## config.mk

```make
export PLATFORM = sky130hd
export DESIGN_NAME = shift_left_seq
export DESIGN_NICKNAME = d
export VERILOG_FILES = /design/src/rtl/shift_pkg.sv /design/src/rtl/shift_left_step.sv /design/src/rtl/shift_left_seq.sv
export SDC_FILE = /design/constraint.sdc
export NUM_CORES = 1
export LEC_CHECK = 0
export CAP_MARGIN = 20
export CORE_ASPECT_RATIO = 1.1
export CORE_MARGIN = 3
export CORE_UTILIZATION = 50
export CTS_CLUSTER_DIAMETER = 40
export DETAILED_ROUTE_END_ITERATION = 6
export GPL_TIMING_DRIVEN = 1
export HOLD_SLACK_MARGIN = 0.12
export PLACE_DENSITY_LB_ADDON = 0.1
export SETUP_SLACK_MARGIN = 0.05
export SYNTH_ARGS = -nofsm -noshare
export SYNTH_HDL_FRONTEND = slang
export SYNTH_HIERARCHICAL = 1
export SYNTH_SLANG_ARGS = --single-unit
```

## constraint.sdc

```tcl
create_clock -name clk -period 1.8 [get_ports clk]
set_input_delay 0.54 -clock clk [delete_from_list [all_inputs] [get_ports clk]]
set_output_delay 0.54 -clock clk [all_outputs]
set_load 0.01 [all_outputs]
```

## src/rtl/shift_pkg.sv

```systemverilog
// Shared definitions for the sequential logical shift-left unit.
//   state_e   : FSM states (IDLE, SHIFT, DONE)
//   shamt_w() : shift-amount width for an operand width (log2 of the width)
//   STEP_SLOW : per-cycle shift distance in the default build
//   STEP_FAST : per-cycle shift distance for large remaining counts when
//               SHIFT_LEFT_SEQ_FAST_EN is defined
package shift_pkg;

  typedef enum logic [1:0] {
    IDLE  = 2'd0,
    SHIFT = 2'd1,
    DONE  = 2'd2
  } state_e;

  localparam int STEP_SLOW = 1;
  localparam int STEP_FAST = 4;

  // Operand width is a power of two, so $clog2 gives the exact log2.
  function automatic int shamt_w(input int n);
    return $clog2(n);
  endfunction

endpackage

```

## src/rtl/shift_left_step.sv

```systemverilog
// Combinational single-step logical left shifter (zero fill).
// Ports:
//   acc_i  [N-1:0]        value to shift
//   step_i [SHAMT_W-1:0]  shift distance for this step
//   acc_o  [N-1:0]        acc_i << step_i, bits past the MSB discarded
module shift_left_step #(
  parameter int N       = 32,
  parameter int SHAMT_W = 5
) (
  input  logic [N-1:0]       acc_i,
  input  logic [SHAMT_W-1:0] step_i,
  output logic [N-1:0]       acc_o
);

  assign acc_o = acc_i << step_i;

endmodule

```

## src/rtl/shift_left_seq.sv

```systemverilog
// Multi-cycle logical shift-left unit with valid/ready on both sides.
// An operand A and shift amount B are accepted in IDLE; the accumulator
// shifts iteratively in SHIFT and the result is presented on Z in DONE
// until the consumer takes it.
// Ports:
//   clk, rst          rising-edge clock, synchronous active-high reset
//   in_valid/in_ready input handshake (in_ready high only in IDLE)
//   A [N-1:0]         operand
//   B [N-1:0]         shift amount, only B[SHAMT_W-1:0] used
//   out_valid/out_ready output handshake
//   Z [N-1:0]         result register (A << shamt, zero fill)
//   busy              high in SHIFT or DONE
// Configuration macro: SHIFT_LEFT_SEQ_FAST_EN -- when defined, SHIFT moves
// four bits per cycle while at least four remain; results are identical.
import shift_pkg::*;

module shift_left_seq #(
  parameter int N = 32
) (
  input  logic         clk,
  input  logic         rst,
  input  logic         in_valid,
  output logic         in_ready,
  input  logic [N-1:0] A,
  input  logic [N-1:0] B,
  output logic         out_valid,
  input  logic         out_ready,
  output logic [N-1:0] Z,
  output logic         busy
);

  localparam int SHAMT_W = shamt_w(N);
  localparam logic [SHAMT_W-1:0] STEP_S = SHAMT_W'(STEP_SLOW);

  state_e             state_q;
  logic [N-1:0]       acc_q;
  logic [SHAMT_W-1:0] cnt_q;
  logic               in_ready_q;
  logic               out_valid_q;
  logic               busy_q;

  logic [SHAMT_W-1:0] step;
  logic [N-1:0]       acc_d;
  logic [SHAMT_W-1:0] cnt_d;
  logic [SHAMT_W-1:0] shamt;

  // Upper bits of B carry no meaning for the shift; fold them so they are
  // visibly consumed.
  logic unused_b;
  assign unused_b = ^B[N-1:SHAMT_W];

  assign shamt = B[SHAMT_W-1:0];

  // Step selection. The chosen step never exceeds cnt_q, so the counter
  // cannot wrap below zero.
  // NOTE: every signal written in always_comb gets a default first so no
  // path leaves it unassigned, which would infer a latch.
  always_comb begin
    step = STEP_S;
`ifdef SHIFT_LEFT_SEQ_FAST_EN
    if (cnt_q >= SHAMT_W'(STEP_FAST)) step = SHAMT_W'(STEP_FAST);
`endif
  end

  shift_left_step #(
    .N       (N),
    .SHAMT_W (SHAMT_W)
  ) u_step (
    .acc_i  (acc_q),
    .step_i (step),
    .acc_o  (acc_d)
  );

  assign cnt_d = cnt_q - step;

  // Single FSM block; handshake flags are registered alongside the state so
  // the outputs come straight from flops.
  // NOTE: sequential state uses non-blocking assignments so every register
  // samples pre-edge values, independent of statement order.
  always_ff @(posedge clk) begin
    if (rst) begin
      state_q     <= IDLE;
      acc_q       <= '0;
      cnt_q       <= '0;
      in_ready_q  <= 1'b1;
      out_valid_q <= 1'b0;
      busy_q      <= 1'b0;
    end else begin
      case (state_q)
        IDLE: begin
          if (in_valid) begin
            acc_q      <= A;
            cnt_q      <= shamt;
            in_ready_q <= 1'b0;
            busy_q     <= 1'b1;
            if (shamt == '0) begin
              state_q     <= DONE;
              out_valid_q <= 1'b1;
            end else begin
              state_q <= SHIFT;
            end
          end
        end
        SHIFT: begin
          acc_q <= acc_d;
          cnt_q <= cnt_d;
          if (cnt_d == '0) begin
            state_q     <= DONE;
            out_valid_q <= 1'b1;
          end
        end
        DONE: begin
          // No accept here even with out_ready high; acc_q keeps the result
          // visible on Z after the return to IDLE.
          if (out_ready) begin
            state_q     <= IDLE;
            out_valid_q <= 1'b0;
            busy_q      <= 1'b0;
            in_ready_q  <= 1'b1;
          end
        end
        default: begin
          state_q     <= IDLE;
          in_ready_q  <= 1'b1;
          out_valid_q <= 1'b0;
          busy_q      <= 1'b0;
        end
      endcase
    end
  end

  assign in_ready  = in_ready_q;
  assign out_valid = out_valid_q;
  assign busy      = busy_q;
  assign Z         = acc_q;

endmodule

```

# After elaboration in Yosys (flattened, before gate mapping)
# Cells that the tools add are included.
# classes
n_bitwise	1
n_eq_ne	6
n_addsub	1
reduce_logical	8
mux	19
# ops
operator	count
$pmux W32 S2	1
$mux W32	1
$logic_not A5 Y1	2
$pmux W5 S2	1
$pmux W1 S3	3
$mux W2	4
$ne A2 B2 Y1 const B	4
$mux W1	7
$pmux W2 S3	1
$reduce_and A3 Y1	2
$mux W5	1
$sub A5 B1 Y5 const B	1
$reduce_and A4 Y1	1
$eq A2 B1 Y1 const B	1
$eq A2 B2 Y1 const B	1
$logic_not A2 Y1	1
$reduce_and A2 Y1	1
$reduce_bool A2 Y1	1
$not A1 Y1	1
# word_totals
output_inout_bits	35
ff_bits	42
word_cells	41
in_bits	68

# Depth between registers and ports, before layout
# Gate-level depths: netlist of the first run.
# depth
depth_word	4
ltp_mapped	9
depth_no_buf	6

# Hierarchy
# The synthesis of the first run kept the hierarchy.
# modules_own_cells
module	instances	cells_each	area_each_um2	seq_area_each_um2
shift_left_seq	1	248	2099.5	840.8
shift_left_step	1	176	1724.2	0.0

# Worst setup path before layout of the first run
# OpenSTA, ideal clock, no wires.
# synth_path
kind	register -> register
from	register Z[12] (netlist name)
to	register acc_q[21], in the netlist Z[21]
t_required_ps	1661
setup_ps	139
setup_slack_ps	116
n_path_buf	0
arrival_time_ps	1544
path_stages_with_launch	6
cell_sequence	dfxtp_1 -> mux4_2 -> mux2_4 -> a221o_1 -> nand2_1 -> a311oi_2
# synth_lines
element	line	source
end signal, assigned	shift_left_seq.sv:83	acc_q <= '0;
end signal, assigned	shift_left_seq.sv:92	acc_q <= A;
end signal, assigned	shift_left_seq.sv:105	acc_q <= acc_d;
end, declared	shift_left_seq.sv:36	logic [N-1:0] acc_q;

# Final worst setup path of the first run
# layout_path
from	register acc_q[14], in the netlist Z[14]
to	register acc_q[15], in the netlist Z[15]
# layout_via
elab_chain_cells	1
# layout_rtl
element	line	source
$pmux W32 S2	shift_left_seq.sv:89	case (state_q)
# Every way passes these cells.
# A chain may end at the register's enable or synchronous reset.

==> flow_summary.toml, run 1 <==
[yosys]
ys_types = 55
synthTopCellsByArea = "dfxtp_1, mux4_2, nand2_1"
yosys.area.top_type = "dfxtp_1"
syn_area_per_cell_um2 = 9.02
synth_common_cells = "nand2_1, nor2_1, dfxtp_1"
netlist_area_um2 = 3820
synth_top_area_share_pct = 22.0
ys_warn_count = 6
yosysSeqAreaShare_pct = 22.0
ys.flop_type = "dfxtp_1"
ys_ff_latch = 42
synth-edff-count = 0
synth.most_common_cell = "nand2_1"
syn_inst = 424
async_reset_ff_share_pct = 0

[sta]
worst_pin_slew_ps = 554
min_period_ps = 1760
post-route-period-util_pct = 97.8
setup_viol = 0
setup_ws_ps = 39.7
finClkSkew_ps = 6.79
rsz0062_at_grt = "yes"
final-hold-violation-count = 0
whs_ps = 479
tns_ps = 0
slew_violations = 0
fmax_mhz = 568
relSlewSlack_pct = 63.0

[global_route]
grt_max_degree = 38
grt_overflow_total = 0
grt_pass1_wl_mm = 18.9
grtUsageTotal_pct = 27.5
antenna_found_initial = 0
first_global_vias = 3622

[cells_and_area]
stdcell_count = 593
utilization_pct = 67.0
area_delta_synth_final_pct = 26.3
diodes = 0
fin_area_um2 = 4830
drive_above_1_share_pct = 26.6
nets = 577

[critical_path]
required_ps = 1980
path_class = "reg2reg"
critPathSlowestCell = "mux4_2"
crit_chain = "mux4_2 -> mux2_4 -> mux2i_1 -> buf_4 -> nor2_1 -> nand2_1 -> a311oi_2"
path_max_fanout = 2
slowest_delay_ps = 510
cp.arrival_ps = 1940
end_kind = "flop"
critPathLaunchType = "flop"

[floorplan]
coreArea_um2 = 7210
die_y_um = 97.7
io_pins = 103
start_util_pct = 53.1
die_width_um = 89.4
dieArea_um2 = 8730
num_rows = 32

[power]
finalPower_mw = 3.41
p_leak_nw = 1.97
power-per-cell-area_nw_per_um2 = 707
ir_drop_v = 0.000474

[hold_path]
hold_class = "reg2reg"

[route]
wire_per_inst_um = 20.1
viasPerCell = 6.31
drc_errors = 0
drt-initial-drc-count = 261
drt_pass1_iterations = 4
wl_met1_mm = 5.06
wl_mm = 11.9
vias = 3742
wl_met3_um = 769
ant_nets = 0
top_layer = "met4"
met2_length_mm = 5.67

[clocking]
ctsHoldBuffers = 0
cts_buffers = 5
cts.path.max_buffers = 2
clockRootBuffer = "clkbuf_8"
cts_tree = "built"
path_clk_slew_ps = 90
clk-insertion-delay-late_ps = 300
clock_sinks = 42
htreeDepth = 2

[run]
cap_violations = 0

[placed_design]
post_dp_cell_area_um2 = 4680
gp_congestion = 0.893
dp_hpwl_mm = 8.92
dp_slack_ps = -132
dpl.cell_count = 583
port_buffers = 75

[run_status]
status = "finished, final reports clean"
==> power by group <==
group / switching, mW / leakage (nW) / internal, mW
Clock: 0.373 / 0.0563 / 0.423
Sequential: 0.121 / 0.355 / 1.05
Combinational: 0.743 / 1.56 / 0.708
==> per-layer routing <==
metal / track usage [%] / vias up
met1: 37.3 / 1789
li1: - / 1755
met3: 5.00 / 29
met2: 42.7 / 169
met5: 0 / -
met4: 11.0 / 0
==> area by class of cell <==
class | instances | area (um^2)
inverters | 7 | 26.3
well taps | 85 | 106
clock buffers | 5 | 68.8
multi-input cells | 342 | 2710
fillers | 633 | 2380
clock inverters | 3 | 48.8
flip-flops and latches | 42 | 866
repair buffers | 109 | 1000
==> worst max-delay path, delay by kind of cell, from the launching register on <==
kind | cells | cell delay, ps
AOI/OAI and AO/OA | 1 | 90
buffers and inverters | 1 | 150
DFF | 1 | 330
muxes | 3 | 940
and+or+nand+nor | 2 | 140
==> path summary, 6_finish.rpt <==
check	start	to	slack, ps	cells past startpoint
setup / recovery	Z[14]$_SDFFE_PP0P_	Z[15]$_SDFFE_PP0P_	40	7
hold / removal	out_valid$_SDFFE_PP0P_	out_valid$_SDFFE_PP0P_	480	2
setup reg to reg	Z[14]$_SDFFE_PP0P_	Z[15]$_SDFFE_PP0P_	40	7
hold reg to reg	out_valid$_SDFFE_PP0P_	out_valid$_SDFFE_PP0P_	480	2
==> flip-flops by register name, summed over array words and instances, names as in the netlist <==
| name | flops |
|---|---|
| busy | 1 |
| state_q | 2 |
| cnt_q | 5 |
| out_valid | 1 |
| in_ready | 1 |
| Z | 32 |
==> cells in the final DEF (no fill, tap or decap), types with 3 or more instances in the layout <==
master	count
and2_1	3
buf_4	31
mux2i_2	3
conb_1	10
dfxtp_1	22
a211oi_1	9
nand2_1	81
o22ai_1	4
a22oi_1	10
a21oi_2	3
mux4_1	7
nand3b_1	3
a21oi_1	5
nor3b_1	3
nor3_1	5
mux2_4	3
inv_1	5
o211ai_1	5
nor2b_1	3
a221oi_1	3
dlygate4sd2_1	33
clkdlybuf4s50_1	39
nand2b_1	6
o21ai_1	4
buf_12	3
dfxtp_2	20
clkbuf_8	5
nor2_1	61
mux4_2	21
o21ai_0	4
mux2_2	15
mux2i_1	8
a311oi_2	20
a311oi_1	13
==> timing repair <==
action	4_1_cts	5_1_grt
pin swaps	1	2
cloned	0	0
setup endpoints to repair	36	12
resized for setup	53	15
buffers inserted	1	1
==> cell families (layout without fill, tap and decap cells) <==
kind of cell / after synthesis / after routing / synth area share, %
flip-flops: 42 / 42 / 22.0
AND/OR/NAND/NOR: 172 / 172 / 18.8
other: 2 / 10 / 0.196
multiplexers: 57 / 57 / 25.8
buffers and inverters: 48 / 124 / 8.77
XOR/XNOR: 2 / 2 / 0.458
AO/OA/AOI/OAI: 99 / 99 / 23.3
adder cells (fa/ha/maj): 2 / 2 / 0.654
Note: power is estimated with default switching activity, not from simulation.
==> inputs of run 2 (changes only) <==
TNS_END_PERCENT = 100   (was unset)
==> results of run 2 <==
Same layout as run 1: the final DEF is identical, and so are final timing and power.
